<file path="config.mk">
export PLATFORM = sky130hd
export DESIGN_NAME = alu_seq_flat
export DESIGN_NICKNAME = d
export VERILOG_FILES = /design/src/rtl/alu_seq_if.sv /design/src/rtl/alu_seq.sv /design/src/flat_wrapper.sv
export SDC_FILE = /design/constraint.sdc
export NUM_CORES = 1
export LEC_CHECK = 0
export CORE_AREA = 2 2 158 160
export CTS_CLUSTER_DIAMETER = 120
export DETAILED_ROUTE_END_ITERATION = 10
export DIE_AREA = 0 0 160 162
export MAX_ROUTING_LAYER = met4
export PLACE_DENSITY = 0.68
export SLEW_MARGIN = 0
export SYNTH_ARGS = -nofsm -noshare
export SYNTH_HDL_FRONTEND = slang
export SYNTH_SLANG_ARGS = --single-unit
</file>
<file path="constraint.sdc">
create_clock -name clk -period 8.4 [get_ports clk]
set_input_delay 1.68 -clock clk [delete_from_list [all_inputs] [get_ports clk]]
set_output_delay 1.68 -clock clk [all_outputs]
set_load 0.05 [all_outputs]
</file>
<file path="src/rtl/alu_seq_if.sv">
// Operand/result handshake bundle between the register-read stage, alu_seq and writeback.
// The master drives operands and out_ready; the slave (alu_seq) drives in_ready and the result.
interface alu_seq_if #(
    parameter int data_width = 16
);
    logic                  in_valid;
    logic                  in_ready;
    logic [data_width-1:0] A;
    logic [data_width-1:0] B;
    logic [3:0]            FuncCode;
    logic                  MulSel;
    logic                  out_valid;
    logic                  out_ready;
    logic [data_width-1:0] C;
    logic                  OverflowFlag;
    logic                  CarryFlag;
    logic                  ZeroFlag;
    logic                  NegFlag;

    modport master (
        output in_valid, A, B, FuncCode, MulSel, out_ready,
        input  in_ready, out_valid, C, OverflowFlag, CarryFlag, ZeroFlag, NegFlag
    );

    modport slave (
        input  in_valid, A, B, FuncCode, MulSel, out_ready,
        output in_ready, out_valid, C, OverflowFlag, CarryFlag, ZeroFlag, NegFlag
    );
endinterface

</file>
<file path="src/rtl/alu_seq.sv">
// Registered ALU with valid/ready handshake, Z/N/C/V flags and a shift-add
// unsigned multiplier that retires one multiplier bit per cycle.
module alu_seq #(
    parameter  int data_width = 16,
    localparam int cnt_width  = $clog2(data_width) + 1
) (
    input logic      clk,
    input logic      reset_n,
    alu_seq_if.slave bus
);
    localparam logic [3:0] FC_ZERO = 4'h0;
    localparam logic [3:0] FC_ID   = 4'h1;
    localparam logic [3:0] FC_NOT  = 4'h2;
    localparam logic [3:0] FC_AND  = 4'h3;
    localparam logic [3:0] FC_OR   = 4'h4;
    localparam logic [3:0] FC_XOR  = 4'h5;
    localparam logic [3:0] FC_NAND = 4'h6;
    localparam logic [3:0] FC_NOR  = 4'h7;
    localparam logic [3:0] FC_XNOR = 4'h8;
    localparam logic [3:0] FC_ADD  = 4'h9;
    localparam logic [3:0] FC_SUB  = 4'hA;
    localparam logic [3:0] FC_TCP  = 4'hB;
    localparam logic [3:0] FC_LLS  = 4'hC;
    localparam logic [3:0] FC_ALS  = 4'hD;
    localparam logic [3:0] FC_LRS  = 4'hE;
    localparam logic [3:0] FC_ARS  = 4'hF;

    localparam logic [0:0] S_IDLE = 1'b0;
    localparam logic [0:0] S_MUL  = 1'b1;

    localparam int                     MSB      = data_width - 1;
    localparam logic [data_width-1:0]  ZERO_W   = {data_width{1'b0}};
    localparam logic [data_width-1:0]  ONE_W    = {{(data_width-1){1'b0}}, 1'b1};
    localparam logic [data_width-1:0]  MIN_NEG  = {1'b1, {(data_width-1){1'b0}}};
    localparam logic [data_width-1:0]  DW_LIM   = data_width'(data_width);
    localparam logic [cnt_width-1:0]   CNT_INIT = cnt_width'(data_width);
    localparam logic [cnt_width-1:0]   CNT_ONE  = {{(cnt_width-1){1'b0}}, 1'b1};
    localparam logic [2*data_width-1:0] ZERO_2W = {(2*data_width){1'b0}};

    logic [0:0]              r_state;
    logic [cnt_width-1:0]    r_cnt;
    logic [2*data_width-1:0] r_mcand;
    logic [2*data_width-1:0] r_prod;
    logic [data_width-1:0]   r_mplier;
    logic                    r_out_valid;
    logic [data_width-1:0]   r_c;
    logic                    r_ov;
    logic                    r_cy;
    logic                    r_zero;
    logic                    r_neg;

    logic                    w_in_ready;
    logic                    w_accept;
    logic                    w_mul_done;
    logic                    w_load;
    logic [data_width:0]     w_sum;
    logic [data_width:0]     w_diff;
    logic [data_width-1:0]   w_tcp;
    logic                    w_sh_oor;
    logic [cnt_width-1:0]    w_sh;
    logic [2*data_width-1:0] w_prod_next;
    logic [data_width-1:0]   w_alu_c;
    logic                    w_alu_ov;
    logic                    w_alu_cy;
    logic [data_width-1:0]   w_load_c;
    logic                    w_load_ov;
    logic                    w_load_cy;

    assign w_in_ready  = (r_state == S_IDLE) && (!r_out_valid || bus.out_ready);
    assign w_accept    = bus.in_valid && w_in_ready;
    assign w_mul_done  = (r_state == S_MUL) && (r_cnt == CNT_ONE);
    assign w_load      = (w_accept && !bus.MulSel) || w_mul_done;
    assign w_sum       = {1'b0, bus.A} + {1'b0, bus.B};
    assign w_diff      = {1'b0, bus.A} - {1'b0, bus.B};
    assign w_tcp       = ~bus.A + ONE_W;
    // In-range amounts are below data_width, so the low cnt_width bits carry the whole amount
    assign w_sh_oor    = (bus.B >= DW_LIM);
    assign w_sh        = bus.B[cnt_width-1:0];
    assign w_prod_next = r_prod + (r_mplier[0] ? r_mcand : ZERO_2W);

    // Single-cycle ALU result and arithmetic flags
    always_comb begin
        w_alu_c  = ZERO_W;
        w_alu_ov = 1'b0;
        w_alu_cy = 1'b0;
        case (bus.FuncCode)
            FC_ZERO: w_alu_c = ZERO_W;
            FC_ID:   w_alu_c = bus.A;
            FC_NOT:  w_alu_c = ~bus.A;
            FC_AND:  w_alu_c = bus.A & bus.B;
            FC_OR:   w_alu_c = bus.A | bus.B;
            FC_XOR:  w_alu_c = bus.A ^ bus.B;
            FC_NAND: w_alu_c = ~(bus.A & bus.B);
            FC_NOR:  w_alu_c = ~(bus.A | bus.B);
            FC_XNOR: w_alu_c = ~(bus.A ^ bus.B);
            FC_ADD: begin
                w_alu_c  = w_sum[MSB:0];
                w_alu_cy = w_sum[data_width];
                w_alu_ov = (bus.A[MSB] == bus.B[MSB]) && (w_sum[MSB] != bus.A[MSB]);
            end
            FC_SUB: begin
                w_alu_c  = w_diff[MSB:0];
                w_alu_cy = w_diff[data_width];
                w_alu_ov = (bus.A[MSB] != bus.B[MSB]) && (w_diff[MSB] != bus.A[MSB]);
            end
            FC_TCP: begin
                w_alu_c  = w_tcp;
                w_alu_ov = (bus.A == MIN_NEG);
            end
            FC_LLS, FC_ALS: begin
                if (w_sh_oor) w_alu_c = ZERO_W;
                else          w_alu_c = bus.A << w_sh;
            end
            FC_LRS: begin
                if (w_sh_oor) w_alu_c = ZERO_W;
                else          w_alu_c = bus.A >> w_sh;
            end
            FC_ARS: begin
                if (w_sh_oor) w_alu_c = {data_width{bus.A[MSB]}};
                else          w_alu_c = $unsigned($signed(bus.A) >>> w_sh);
            end
            default: w_alu_c = ZERO_W;
        endcase
    end

    // Choose what the output register captures: finished product or ALU result
    always_comb begin
        if (w_mul_done) begin
            w_load_c  = w_prod_next[MSB:0];
            w_load_ov = |w_prod_next[2*data_width-1:data_width];
            w_load_cy = 1'b0;
        end else begin
            w_load_c  = w_alu_c;
            w_load_ov = w_alu_ov;
            w_load_cy = w_alu_cy;
        end
    end

    // Control state and shift-add multiply datapath
    always_ff @(posedge clk or negedge reset_n) begin
        if (!reset_n) begin
            r_state  <= S_IDLE;
            r_cnt    <= {cnt_width{1'b0}};
            r_mcand  <= ZERO_2W;
            r_mplier <= ZERO_W;
            r_prod   <= ZERO_2W;
        end else begin
            case (r_state)
                S_IDLE: begin
                    if (w_accept && bus.MulSel) begin
                        r_state  <= S_MUL;
                        r_cnt    <= CNT_INIT;
                        r_mcand  <= {ZERO_W, bus.A};
                        r_mplier <= bus.B;
                        r_prod   <= ZERO_2W;
                    end
                end
                S_MUL: begin
                    r_prod   <= w_prod_next;
                    r_mcand  <= {r_mcand[2*data_width-2:0], 1'b0};
                    r_mplier <= {1'b0, r_mplier[MSB:1]};
                    r_cnt    <= r_cnt - CNT_ONE;
                    if (w_mul_done) r_state <= S_IDLE;
                end
                default: r_state <= S_IDLE;
            endcase
        end
    end

    // Output register: loads on a new result, holds under backpressure, drains on handshake
    always_ff @(posedge clk or negedge reset_n) begin
        if (!reset_n) begin
            r_out_valid <= 1'b0;
            r_c         <= ZERO_W;
            r_ov        <= 1'b0;
            r_cy        <= 1'b0;
            r_zero      <= 1'b0;
            r_neg       <= 1'b0;
        end else if (w_load) begin
            r_out_valid <= 1'b1;
            r_c         <= w_load_c;
            r_ov        <= w_load_ov;
            r_cy        <= w_load_cy;
            r_zero      <= (w_load_c == ZERO_W);
            r_neg       <= w_load_c[MSB];
        end else if (bus.out_ready) begin
            r_out_valid <= 1'b0;
        end
    end

    assign bus.in_ready     = w_in_ready;
    assign bus.out_valid    = r_out_valid;
    assign bus.C            = r_c;
    assign bus.OverflowFlag = r_ov;
    assign bus.CarryFlag    = r_cy;
    assign bus.ZeroFlag     = r_zero;
    assign bus.NegFlag      = r_neg;
endmodule

</file>
<file path="src/flat_wrapper.sv">
// flat-port wrapper written by rule: the top's interface ports become plain ports
module alu_seq_flat 
#(
    parameter  int data_width = 16,
    localparam int cnt_width  = $clog2(data_width) + 1
)
  (clk, reset_n, bus_in_valid, bus_A, bus_B, bus_FuncCode, bus_MulSel, bus_out_ready, bus_in_ready, bus_out_valid, bus_C, bus_OverflowFlag, bus_CarryFlag, bus_ZeroFlag, bus_NegFlag);
  alu_seq_if #(.data_width(data_width)) bus_i ();
  input logic clk;
  input logic reset_n;
  input wire logic [$bits(bus_i.in_valid)-1:0] bus_in_valid;
  input wire logic [$bits(bus_i.A)-1:0] bus_A;
  input wire logic [$bits(bus_i.B)-1:0] bus_B;
  input wire logic [$bits(bus_i.FuncCode)-1:0] bus_FuncCode;
  input wire logic [$bits(bus_i.MulSel)-1:0] bus_MulSel;
  input wire logic [$bits(bus_i.out_ready)-1:0] bus_out_ready;
  output wire logic [$bits(bus_i.in_ready)-1:0] bus_in_ready;
  output wire logic [$bits(bus_i.out_valid)-1:0] bus_out_valid;
  output wire logic [$bits(bus_i.C)-1:0] bus_C;
  output wire logic [$bits(bus_i.OverflowFlag)-1:0] bus_OverflowFlag;
  output wire logic [$bits(bus_i.CarryFlag)-1:0] bus_CarryFlag;
  output wire logic [$bits(bus_i.ZeroFlag)-1:0] bus_ZeroFlag;
  output wire logic [$bits(bus_i.NegFlag)-1:0] bus_NegFlag;
  assign bus_i.in_valid = bus_in_valid;
  assign bus_i.A = bus_A;
  assign bus_i.B = bus_B;
  assign bus_i.FuncCode = bus_FuncCode;
  assign bus_i.MulSel = bus_MulSel;
  assign bus_i.out_ready = bus_out_ready;
  assign bus_in_ready = bus_i.in_ready;
  assign bus_out_valid = bus_i.out_valid;
  assign bus_C = bus_i.C;
  assign bus_OverflowFlag = bus_i.OverflowFlag;
  assign bus_CarryFlag = bus_i.CarryFlag;
  assign bus_ZeroFlag = bus_i.ZeroFlag;
  assign bus_NegFlag = bus_i.NegFlag;
  alu_seq #(.data_width(data_width)) u_core (.clk(clk), .reset_n(reset_n), .bus(bus_i));
endmodule
</file>
# Word-level counts from Yosys, hierarchy flattened

Index checks and enable logic that the tools add are counted.

Register bits after elaboration: 107
Input bits: 41
Output and inout port bits: 22
Word-level logic and storage cells: 89

Add/sub/neg operators: 5
Magnitude comparators: 1
Eq/ne operators: 22
Shift operators: 3
Mux-type cells: 23
Bitwise gates (word level): 8
Reductions and logical operators: 16

Operators with widths:

| kind                                                                | number |
|---|---|
| one-hot mux 16 bit (15 select lines)                                | 1 |
| one-hot mux 32 bit (2 select lines)                                 | 2 |
| two-way mux 32 bit                                                  | 3 |
| two-way mux 16 bit                                                  | 5 |
| inverter 16 bit                                                     | 4 |
| adder 32 bit                                                        | 1 |
| equality test 4 bit (second input constant)                         | 8 |
| one-hot mux 16 bit (2 select lines)                                 | 1 |
| adder 16 x 16 -> 17 bit                                             | 1 |
| subtractor 16 x 16 -> 17 bit                                        | 1 |
| adder 16 x 1 -> 16 bit (second input constant)                      | 1 |
| bitwise AND 16 bit                                                  | 1 |
| equality test 16 bit (second input constant)                        | 1 |
| equality test 4 x 3 -> 1 bit (second input constant)                | 4 |
| greater-or-equal comparator 16 x 5 -> 1 bit (second input constant) | 1 |
| zero test 16 bit                                                    | 1 |
| OR 16 bit                                                           | 1 |
| OR reduction 16 bit                                                 | 1 |
| left shift 16 x 5 -> 16 bit                                         | 1 |
| right shift 16 x 5 -> 16 bit                                        | 1 |
| >>> shifter 16 x 5 -> 16 bit                                        | 1 |
| XOR 16 bit                                                          | 1 |
| one-hot mux 5 bit (2 select lines)                                  | 1 |
| equality test 4 x 2 -> 1 bit (second input constant)                | 2 |
| other kinds (17)                                                    | 33 |

# Longest topological paths before layout

Depth in word-level cells: 7
Mapped depth: 15
Mapped depth without buffers: 14

# Worst setup path after synthesis

No wires, ideal clock.

Path type: input-to-reg
Start point: input port bus_B[2]
End point: register u_core.r_zero (netlist: u_core.bus.ZeroFlag)
Library setup time: 0.092 ns
Data arrival time: 4.785 ns
Data required time: 8.308 ns
Slack: 3.523 ns
Cell stages on the path: 14
Buffers on the path: 3
Path through: buf_2 buf_4 inv_1 buf_1 ha_1 nor4_1 o31ai_1 a22o_1 o22ai_1 nor2_1 mux2_1 a221oi_1 a21oi_1 o31ai_2

Cells in the longest elaborated chain, start to end: 5
Elaborated cells between the ends (all ways): 18
Classes of those cells: 2 x add/sub; 1 x order compare; 3 x shift; 5 x mux; 6 x bitwise; 1 x reduce/logical

Ends and longest elaborated chain:

| what                                                                      | RTL line           | RTL |
|---|---|---|
| start: declaration                                                        | flat_wrapper.sv:13 | `input wire logic [$bits(bus_i.B)-1:0] bus_B;` |
| greater-or-equal comparator 16 x 5 -> 1 bit, or another cell as far along | alu_seq.sv:77      | `assign w_sh_oor = (bus.B >= DW_LIM);` |
| two-way mux 16 bit, or another cell as far along                          | alu_seq.sv:119     | `if (w_sh_oor) w_alu_c = {data_width{bus.A[MSB]}};` |
| one-hot mux 16 bit (15 select lines) *                                    | alu_seq.sv:86      | `case (bus.FuncCode)` |
| two-way mux 16 bit *                                                      | alu_seq.sv:128     | `if (w_mul_done) begin` |
| zero test 16 bit *                                                        | alu_seq.sv:184     | `r_zero <= (w_load_c == ZERO_W);` |
| end signal: assignment                                                    | alu_seq.sv:184     |  |
| end: declaration                                                          | alu_seq.sv:49      | `logic r_zero;` |

Mark *: on every way between the ends. The rest lies on a longest branch, timed or not.
A chain may end at the register's enable or synchronous reset.

# Final worst setup path

Start point: input port bus_A[4]
End point: register u_core.r_zero (netlist: u_core.bus.ZeroFlag)

Cells in the longest elaborated chain, start to end: 5
Elaborated cells between the ends (all ways): 19
Classes of those cells: 3 x add/sub; 3 x shift; 5 x mux; 7 x bitwise; 1 x reduce/logical

Ends and longest elaborated chain:

| what                                                 | RTL line                     | RTL |
|---|---|---|
| start: declaration                                   | flat_wrapper.sv:12           | `input wire logic [$bits(bus_i.A)-1:0] bus_A;` |
| inverter 16 bit, or another cell as far along        | alu_seq.sv:75, alu_seq.sv:89 |  |
| adder 16 x 1 -> 16 bit, or another cell as far along | alu_seq.sv:75                | `assign w_tcp = ~bus.A + ONE_W;` |
| one-hot mux 16 bit (15 select lines) *               | alu_seq.sv:86                |  |
| two-way mux 16 bit *                                 | alu_seq.sv:128               |  |
| zero test 16 bit *                                   | alu_seq.sv:184               |  |

Marked as above.

==> results.cfg <==
[synth]
avgSynthCellArea_sq_um = 7.76
complex_gate_fraction_of_the_synthesized_area_pct = 26.0
synth.top_cells.by_area = sky130_fd_sc_hd__dfrtp_1 22%, sky130_fd_sc_hd__ha_1 9.5%, sky130_fd_sc_hd__nor2_1 5.4%, sky130_fd_sc_hd__mux4_2 5.3%, sky130_fd_sc_hd__nand2_1 5.1%
synth.most_common_cell = sky130_fd_sc_hd__nor2_1
synth_adder_area_share_pct = 9.98
synth-edff-count = 0
synthFlopType = sky130_fd_sc_hd__dfrtp_1
post-synth-top-area-fraction_pct = 22.1
synth_simple_gate_area_share_pct = 23.0
yosys_register_bits = 106
seq_area_frac_synth_pct = 22.1
syn-instance-count = 1547
yosys.area.top_type = sky130_fd_sc_hd__dfrtp_1
post_synth_mux_area_share_pct = 9.04
share_of_async_settable_or_async_resettable_flops_after_synthesis_pct = 100
ys_types = 88
synth.cells.most_frequent = 172 x sky130_fd_sc_hd__nor2_1, 163 x sky130_fd_sc_hd__nand2_1, 106 x sky130_fd_sc_hd__dfrtp_1
yosysWarnings = 0
largest_family_of_logic_cells_by_synthesized_area = compound AO/OA/AOI/OAI gates
mappedNetlistNets = 1682
post_synth_xor_area_fraction_pct = 3.50
netlist_area_sq_um = 12000

[critical_path]
r2r-start = u_core.r_mplier[0]
max_stage_delay_ps = 1170
critical_path.max_fanout = 24
critical_path.top_delay_family = compound AO/OA/AOI/OAI gates
rrSetupSlack_ps = 3800
crit_path_cell_trace = clkdlybuf4s50_1, inv_1, ha_1, nor4_1, o31ai_1, a22o_1, o21bai_1, a21oi_1, xnor2_1, a2111oi_0, o2111ai_1, o31ai_2
critPathCaptureType = flop
r2r.worst_path.cells = 13
worst_ep_required_time_ps = 8670
critical_path_class = in2reg
critical_path_buf_inv_count = 2
timing.rr.end = u_core.bus.OverflowFlag
critPathArrivalTime_ps = 5960
slowest_library_cell_on_the_worst_path = sky130_fd_sc_hd__clkdlybuf4s50_1
critPathLaunchType = input pin

[clock_tree]
htreeDepth = 3
clk_sink_count = 106
cts.root.buffer_cell = sky130_fd_sc_hd__clkbuf_16
clkTransAtPathRegs_ps = 90
cts_inserted_buffers = 9
post_cts_hold_buffer_count = 0
cts_setup_buffers = 0
clk-insertion-delay-late_ps = 370
clock_tree_from_tritoncts = built
clock_path_buffers = 2
cts_resized = 0

[sta]
worst_slew_pin_slew_ps = 1210
hold_viol_final = 0
setup-tns-final_ps = 0
final.period_utilization_pct = 67.7
min_period_ps = 5690
slew-limit-headroom_pct = 19.4
fin_skew_ps = 18.3
number_of_pins_exceeding_their_max_slew_limit_in_the_final_report = 0
grt_setup_unrepaired = false
fmax_mhz = 176
hold_slack_ps = 477
setup_violations = 0

[grt]
global_route_congestion_overflow_total = 0
via_count_of_the_first_global_routing_pass = 11400
grtUsageTotal_pct = 34.9
grt_start_max_net_pins = 74
grt_first_pass_wirelength_mm = 68.6
antenna_violations_before_repair = 0

[worst_hold_path]
hold_path.startpoint = u_core.bus.C[5]
min_path_type = reg2reg
whs_endpoint = u_core.bus.C[5]
hold_depth = 2

[cells_and_area]
final_cells = 1859
finish.net_count = 1665
layout.cell_area.non_filler_sq_um = 13000
n_fill_cell = 2380
antenna_cells = 0
post_route_cells_drive_above_1_share_pct = 7.36
areaGrowthSynthToFinish_pct = 8.49

[drt]
detail_route.first_pass.iterations = 6
num_vias = 12300
post-route-drc-count = 0
wl_per_cell_microns = 23.9
antenna_left = 0
vias_per_cell = 6.63
detail_route.iter0.violations = 1527
routed_wirelength_mm = 44.4

[die]
top_level_ports = 63
fp.dieH_microns = 162
floorplan.initialDensity_pct = 49.8
dieArea_sq_um = 25900
die_width_microns = 160
core.rowCount = 57
placeableCoreArea_sq_um = 24100

[run_status]
result_of_the_run = finished clean

[power_and_ir_drop]
leakagePower_nw = 5.36
max-vdd-ir-drop_mv = 0.178
power_density_nw_per_um2 = 304
power_mw = 3.97

[flow_run]
drv.max_cap_violation_count = 0

[place]
dp_cells = 1843
placement.io_buffers = 62
place_hpwl_mm = 32.8
detailed_place.area_sq_um = 12700
global_placement_routability_congestion = 1.03
## how the worst max path moves through the flow
stage | start | endpoint | depth (start not counted)
3_5_place_dp | bus_A[4] | u_core.bus.ZeroFlag | 12
6_report | bus_A[4] | u_core.bus.ZeroFlag | 12
2_1_floorplan | bus_B[2] | u_core.bus.ZeroFlag | 14
3_3_place_gp | bus_A[4] | u_core.bus.ZeroFlag | 12
5_1_grt | bus_B[0] | u_core.bus.ZeroFlag | 14
4_1_cts | bus_A[4] | u_core.bus.ZeroFlag | 12
## worst reg2reg max path, stage by stage (launching register included)
cell and delay [ps]:
sky130_fd_sc_hd__dfrtp_1 750, sky130_fd_sc_hd__and2_1 320, sky130_fd_sc_hd__ha_1 200, sky130_fd_sc_hd__fa_1 440
sky130_fd_sc_hd__a211oi_1 440, sky130_fd_sc_hd__nor3_2 130, sky130_fd_sc_hd__o211ai_1 390, sky130_fd_sc_hd__a211oi_1 150
sky130_fd_sc_hd__nor2_1 300, sky130_fd_sc_hd__a21boi_0 170, sky130_fd_sc_hd__xor2_1 190, sky130_fd_sc_hd__or4b_1 520
sky130_fd_sc_hd__nor4_2 360, sky130_fd_sc_hd__o21ai_1 100
## per-stage QoR
step                      utilization (%)  setup slack, ps
after floorplan                         -             3520
after global placement               52.8             2510
after global routing                 54.1             2390
after CTS                            54.1             2790
final                                54.1             2710
after detailed placement             52.8             2440
## state kept, by name, summed over array words and instances (netlist names)
| name | count |
|---|---|
| u_core.r_prod | 32 |
| u_core.bus.CarryFlag | 1 |
| u_core.r_mplier | 16 |
| u_core.bus.out_valid | 1 |
| u_core.bus.NegFlag | 1 |
| u_core.bus.C | 15 |
| u_core.bus.OverflowFlag | 1 |
| u_core.r_state | 1 |
| u_core.r_cnt | 5 |
| u_core.bus.ZeroFlag | 1 |
| u_core.r_mcand | 32 |
## power by group
group	internal [mW]	switching (mW)	leakage, nW	total (mW)
registers	0.764	0.181	1.27	0.945
clock network	0.210	0.226	0.142	0.436
logic	0.965	1.62	3.95	2.59
total	1.94	2.03	5.36	3.97
## routing by layer
layer	up-vias	GRT usage (%)	share of wire, %
li1	5659	-	-
met1	5878	48.8	45
met2	665	50.0	42
met3	127	6.44	9.0
met4	0	13.6	4.3
met5	-	-	0
## kinds of logic (layout without fill, tap and decap cells)
| kind of cell | after synthesis | count (layout) |
|---|---|---|
| fa+ha+maj | 94 | 94 |
| buf+inv | 188 | 176 |
| xor+xnor | 48 | 48 |
| flops | 106 | 106 |
| simple gates | 574 | 574 |
| compound gates | 465 | 465 |
| mux | 72 | 72 |
## layout make-up
cell class	count	area [sq um]	share of cell area, %
clock buffers	10	229	1.76
clock inverters	6	62.6	0.480
well taps	324	405	3.11
multi-input cells	1253	8600	66.0
inverters	70	263	2.02
repair buffers	90	813	6.24
flip-flops and latches	106	2650	20.4
## layout by cell type (no fill, tap or decap), types with 9 or more instances in the layout
cell	instances
sky130_fd_sc_hd__nand3_1	40
sky130_fd_sc_hd__buf_4	29
sky130_fd_sc_hd__mux4_2	28
sky130_fd_sc_hd__mux2_2	11
sky130_fd_sc_hd__xor2_1	13
sky130_fd_sc_hd__inv_1	69
sky130_fd_sc_hd__a31oi_1	18
sky130_fd_sc_hd__xnor2_1	35
sky130_fd_sc_hd__and2_1	34
sky130_fd_sc_hd__nor2b_1	16
sky130_fd_sc_hd__o21ai_0	93
sky130_fd_sc_hd__a21o_1	13
sky130_fd_sc_hd__nand2b_1	17
sky130_fd_sc_hd__or3_1	10
sky130_fd_sc_hd__o221ai_1	13
sky130_fd_sc_hd__clkbuf_16	9
sky130_fd_sc_hd__mux2i_1	32
sky130_fd_sc_hd__a211oi_1	19
sky130_fd_sc_hd__o31ai_1	12
sky130_fd_sc_hd__nor4_1	12
sky130_fd_sc_hd__nand4_1	14
sky130_fd_sc_hd__nand2_1	163
sky130_fd_sc_hd__a21oi_1	93
sky130_fd_sc_hd__and3_1	13
sky130_fd_sc_hd__clkdlybuf4s50_1	58
sky130_fd_sc_hd__o22ai_1	49
sky130_fd_sc_hd__nor2_1	172
sky130_fd_sc_hd__o211ai_1	28
sky130_fd_sc_hd__nor3_1	38
sky130_fd_sc_hd__ha_1	91
sky130_fd_sc_hd__dfrtp_1	105
sky130_fd_sc_hd__a22o_1	10
No activity file was read; power rests on OpenSTA's default activity.
